--- config.mk ---
export PLATFORM = sky130hd
export DESIGN_NAME = instr_cache
export DESIGN_NICKNAME = d
export VERILOG_FILES = /design/src/rtl/instr_cache_pkg.sv /design/src/rtl/instr_cache.sv
export SDC_FILE = /design/constraint.sdc
export NUM_CORES = 1
export LEC_CHECK = 0
export ABC_AREA = 1
export ABC_CLOCK_PERIOD_IN_PS = 9400
export BUFFER_PORTS_ARGS = -buffer_cell sky130_fd_sc_hd__buf_2
export CORE_AREA = 2 2 341 343
export DETAILED_ROUTE_END_ITERATION = 6
export DIE_AREA = 0 0 343 345
export HOLD_SLACK_MARGIN = 0.03
export PLACE_DENSITY = 0.44
export SLEW_MARGIN = 40
export SYNTH_ARGS = -nofsm -noshare
export SYNTH_HDL_FRONTEND = slang
export SYNTH_SLANG_ARGS = --single-unit
--- constraint.sdc ---
create_clock -name clock -period 9.4 [get_ports clock]
set_input_delay 0.94 -clock clock [delete_from_list [all_inputs] [get_ports clock]]
set_output_delay 0.94 -clock clock [all_outputs]
set_load 0.02 [all_outputs]
--- src/rtl/instr_cache_pkg.sv ---
// Shared definitions for the instruction cache.
// Holds the cache geometry constants, the memory line-fill request type and the
// FSM state type used by instr_cache.
package instr_cache_pkg;

    localparam int unsigned ICACHE_LINE_WIDTH  = 128;
    localparam int unsigned ICACHE_NUM_LINES   = 4;
    localparam int unsigned PHY_ADDR_WIDTH     = 20;
    localparam int unsigned ICACHE_OFFSET_BITS = 4;
    localparam int unsigned ICACHE_TAG_WIDTH   = PHY_ADDR_WIDTH - ICACHE_OFFSET_BITS;
    localparam int unsigned ICACHE_WAY_BITS    = $clog2(ICACHE_NUM_LINES);

    // Word-select field inside a line (addr[3:2]); used by the requester.
    localparam int unsigned ICACHE_INSTR_IN_LINE_MSB = 3;
    localparam int unsigned ICACHE_INSTR_IN_LINE_LSB = 2;

    typedef struct packed {
        logic [PHY_ADDR_WIDTH-1:0]    addr;
        logic                         is_store;
        logic [ICACHE_LINE_WIDTH-1:0] data;
    } memory_request_t;

    typedef enum logic [1:0] {
        StIdle,
        StReq,
        StWait
    } icache_state_e;

endpackage

--- src/rtl/instr_cache.sv ---
// Blocking, fully associative instruction cache.
// Ports:
//   clock, reset             core clock, asynchronous active-low reset
//   icache_ready             1 = idle and accepting lookups, 0 = miss in flight
//   xcpt_bus_error           pulse in the cycle a line fill returns a bus error
//   req_valid, req_addr      lookup request from fetch (physical byte address)
//   rsp_valid, rsp_data      full line for the request (hit or fill bypass)
//   req_valid_miss           one-cycle line-fill request to memory
//   req_info_miss            line-fill request payload
//   rsp_valid_miss           fill response valid, qualified by rsp_bus_error
//   rsp_data_miss            fill data from memory
module instr_cache
    import instr_cache_pkg::*;
(
    input  logic                         clock,
    input  logic                         reset,
    output logic                         icache_ready,
    output logic                         xcpt_bus_error,
    input  logic                         req_valid,
    input  logic [PHY_ADDR_WIDTH-1:0]    req_addr,
    output logic                         rsp_valid,
    output logic [ICACHE_LINE_WIDTH-1:0] rsp_data,
    output logic                         req_valid_miss,
    output memory_request_t              req_info_miss,
    input  logic [ICACHE_LINE_WIDTH-1:0] rsp_data_miss,
    input  logic                         rsp_bus_error,
    input  logic                         rsp_valid_miss
);

    logic [ICACHE_LINE_WIDTH-1:0] data_q [ICACHE_NUM_LINES];
    logic [ICACHE_TAG_WIDTH-1:0]  tag_q  [ICACHE_NUM_LINES];
    logic [ICACHE_NUM_LINES-1:0]  valid_q;
    logic [ICACHE_WAY_BITS-1:0]   repl_q;
    logic [ICACHE_TAG_WIDTH-1:0]  miss_tag_q;
    icache_state_e                state_q;
    logic                         ready_q;
    logic                         req_miss_q;

    logic [ICACHE_TAG_WIDTH-1:0]  req_tag;
    logic                         hit;
    logic [ICACHE_LINE_WIDTH-1:0] hit_data;
    logic                         lookup;
    logic                         fill_ok;
    logic                         fill_err;

    assign req_tag  = req_addr[PHY_ADDR_WIDTH-1:ICACHE_OFFSET_BITS];
    assign lookup   = (state_q == StIdle) && req_valid;
    assign fill_ok  = (state_q == StWait) && rsp_valid_miss && !rsp_bus_error;
    assign fill_err = (state_q == StWait) && rsp_valid_miss && rsp_bus_error;

    // Tags are never duplicated, so at most one way matches and an OR-mux suffices.
    always_comb begin
        hit      = 1'b0;
        hit_data = '0;
        for (int i = 0; i < ICACHE_NUM_LINES; i++) begin
            if (valid_q[i] && (tag_q[i] == req_tag)) begin
                hit      = 1'b1;
                hit_data = hit_data | data_q[i];
            end
        end
    end

    // Fill data is bypassed straight to fetch in the cycle it arrives.
    always_comb begin
        rsp_valid = (lookup && hit) || fill_ok;
        rsp_data  = '0;
        if (fill_ok) begin
            rsp_data = rsp_data_miss;
        end else if (lookup && hit) begin
            rsp_data = hit_data;
        end
    end

    assign xcpt_bus_error         = fill_err;
    assign icache_ready           = ready_q;
    assign req_valid_miss         = req_miss_q;
    assign req_info_miss.addr     = {miss_tag_q, {ICACHE_OFFSET_BITS{1'b0}}};
    assign req_info_miss.is_store = 1'b0;
    assign req_info_miss.data     = '0;

    always_ff @(posedge clock or negedge reset) begin
        if (!reset) begin
            state_q    <= StIdle;
            ready_q    <= 1'b1;
            req_miss_q <= 1'b0;
            valid_q    <= '0;
            repl_q     <= '0;
            miss_tag_q <= '0;
        end else begin
            req_miss_q <= 1'b0;
            unique case (state_q)
                StIdle: begin
                    if (lookup && !hit) begin
                        miss_tag_q <= req_tag;
                        state_q    <= StReq;
                        ready_q    <= 1'b0;
                        req_miss_q <= 1'b1;
                    end
                end
                StReq: begin
                    state_q <= StWait;
                end
                StWait: begin
                    if (rsp_valid_miss) begin
                        state_q <= StIdle;
                        ready_q <= 1'b1;
                        // An erroring fill leaves both the line and the pointer untouched.
                        if (!rsp_bus_error) begin
                            valid_q[repl_q] <= 1'b1;
                            repl_q          <= repl_q + 1'b1;
                        end
                    end
                end
                default: begin
                    state_q <= StIdle;
                end
            endcase
        end
    end

    // Line storage needs no reset: valid_q gates every use.
    always_ff @(posedge clock) begin
        if (fill_ok) begin
            data_q[repl_q] <= rsp_data_miss;
            tag_q[repl_q]  <= miss_tag_q;
        end
    end

endmodule

==> results.ini <==
[run]
max-cap-violations=0

[global_routing]
grt_usage_pct=15.3
overflow=0
grt_pass1_vias=20356
antenna_found_initial=2
grt_max_degree=127
grt_pass1_wl_um=135000

[logic_synthesis]
yosysUniqueCellTypes=26
ys_seq_area_share_pct=62.9
syn_inst=2830
ys_ff_latch=602
netlist_area_um2=28500
avgSynthCellArea_um2=10.1
synth_warnings=0

[critical_path]
cp_slowest_stage_delay_ns=0.63
critPathKind=input pin to output port
worst-endpoint-required_ns=8.46
cp_common_cell=nand2_1
cp.arrival_ns=4.60
start_kind=input pin
crit_path_end_kind=output port
cp_max_fo=45
cp_cell_sequence=buf_2 > inv_1 > nand2_1 > nand2_1 > nor2_1 > nand2_1 > nor2_4 > nand3_1 > nand2_1 > nor2_4 > nor2_4 > buf_4 > buf_4 > nand2_1 > nand2_1 > buf_2
cp_slowest_cell=nor2_4

[drt]
vias=20872
drc=0
routed_wl_um=92100
first_pass_iters=6
routed_via_density=4.51
drtIter0Drc=1212
antenna_left=0
wl_per_cell_um=19.9

[power]
power_frac_comb_pct=10.6
seqPwrFrac_pct=48.9
peakVddDrop_mv=0.138
p_leak_nw=13.9
swShare_pct=26.8
power_density_nw_per_um2=198
clkPwrFrac_pct=40.4
p_sw_mw=1.77
p_int_mw=4.84

[cts]
root_buffer=clkbuf_16
cts.repair.resized=0
clk_latency_ns=0.64
numClockSinks=602
cts.reportedPaths.clkPinSlew_ns=0.06
clockBufferDepth=3
cts_tree=done
hold_buffers=0
cts_buffers=74
cts_htree_levels=3
post_cts.repair.setup_buffers=0

[sta]
fmaxAchievable_mhz=181
finClkSkew_ns=0.0188
rsz0062_at_grt=false
period_share_pct=58.9
timing.hold.ws_ns=0.354
setup_total_negative_slack_ns=0
slew_viol_final=0
hold_viol_final=0
finalCriticalPeriod_ns=5.54
worst_slew_pin_slew_ns=0.888
finalSetupViolCount=0
slew_headroom_pct=40.8

[die]
start_util_pct=24.8
die_x_um=343
row_count=125
dieArea_um2=118000
die_h_um=345
core_um2=115000
io_pins=434

[min_path]
hp-class=input pin to async pin

[status]
outcome=finished, final reports clean

[place]
port_buffers=296
gp_congestion=0.740
dpl.hpwl_um=49800
place_inst=4492

[finish]
post_route_cells_drive_above_1_share_pct=15.3
final_nets=3204
syn2layout_area_growth_pct=16.8
n_fill_cell=12107
fin_cells=4627
num_antenna_cells=0

## path summary, 6_finish.rpt
check                                   from             end  slack [ns]  depth (start not counted)
worst min-delay path                   reset  miss_tag_q[13]        0.35                          1
worst min register to register    valid_q[0]      valid_q[0]        0.47                          1
max in group asynchronous              reset   miss_tag_q[8]        8.57                          1
worst max-delay path            req_addr[10]    rsp_data[17]        3.86                         16
min in group clock                valid_q[0]      valid_q[0]        0.47                          1
worst max register to register    state_q[0]  data_q[1][127]        6.54                          6
## Yosys cell counts
cell type,n,area (um^2)
buf_1,12,45.0
inv_2,9,33.8
clkbuf_1,33,124
inv_1,314,1180
o211ai_1,3,22.5
dfstp_2,1,26.3
edfxtp_1,576,17300
ha_1,4,50.1
or2_0,3,18.8
buf_4,144,1080
nand2_1,943,3540
o21ai_0,12,60.1
nand2_2,1,6.26
clkinv_1,1,3.75
xnor2_1,6,52.6
buf_2,145,726
buf_6,2,22.5
nand4_1,512,3200
xor2_1,5,43.8
nor2_1,43,161
nand3_1,24,120
conb_1,1,3.75
or2_2,4,25.0
nor2_4,2,22.5
dfrtp_1,25,626
o21ai_1,5,25.0
## registers in the layout, indices dropped and copies added, names as in the netlist
name,count
tag_q,64
icache_ready,1
valid_q,4
miss_tag_q,16
repl_q,2
data_q,512
req_valid_miss,1
state_q,2
## critical path, delay by kind of cell
kind / cells / cell delay [ns]
simple gates: 11 / 1.99
buf+inv: 5 / 1.56
## kinds of logic after synthesis
group / after synthesis / synth area share (%)
and+or+nand+nor: 1532 / 24.9
buffers and inverters: 660 / 11.3
DFF: 602 / 62.9
AOI/OAI and AO/OA: 20 / 0.377
xor gates and xnor gates: 11 / 0.338
adders and majority gates: 4 / 0.176
other: 1 / 0.0131
## layout make-up
type                       count  area (um^2)  area share [%]
clock buffer                  99         1990            5.97
inverter                     324         1220            3.65
timing repair buffer         345         2020            6.07
sequential                   602        17900            53.9
tap                         1524         1910            5.73
clock inverter                33          249           0.748
multi-input combinational   1700         7980            24.0
## power groups by stage
stage / clock, mW / combinational (mW) / sequential (mW)
after detailed placement: 0 / 0.712 / 3.29
after global routing: 2.86 / 0.771 / 3.25
after CTS: 2.76 / 0.713 / 3.24
final: 2.67 / 0.702 / 3.23
after global placement: 0 / 0.705 / 3.29
after floorplan: 0 / 0.389 / 3.33
## stage by stage
| stage | util (%) | total power [mW] | area [um^2] | setup WS [ns] |
|---|---|---|---|---|
| 5_1_grt | 28.9 | 6.88 | 33300 | 3.60 |
| 3_3_place_gp | 26.8 | 3.99 | 30900 | 3.78 |
| 6_report | 28.9 | 6.61 | 33300 | 3.86 |
| 2_1_floorplan | - | 3.71 | 29000 | 1.29 |
| 3_5_place_dp | 26.9 | 4.00 | 31000 | 3.80 |
| 4_1_cts | 28.9 | 6.71 | 33200 | 3.78 |
## layout by cell type, fill, tap and decap left out, drive strengths merged
cell type  count
o21ai         17
nand2        944
dfrtp         25
inv          327
o211ai         3
nor2          45
conb         133
xor2           5
nand3         24
or2            7
buf          345
dfstp          1
clkinv        25
clkinvlp       3
nand4        512
edfxtp       576
xnor2          6
bufinv         2
clkbuf        99
ha             4
## per-layer routing
metal / share of wire, % / routed length, um / track usage [%] / up-vias
met5: 0.028 / 26 / 0 / -
met1: 46 / 42400 / 20.7 / 10221
met2: 47 / 43300 / 25.2 / 662
met3: 5.1 / 4680 / 2.32 / 100
met4: 1.9 / 1760 / 4.40 / 4
li1: - / - / - / 9885
Note: power is estimated with default switching activity, not from simulation.
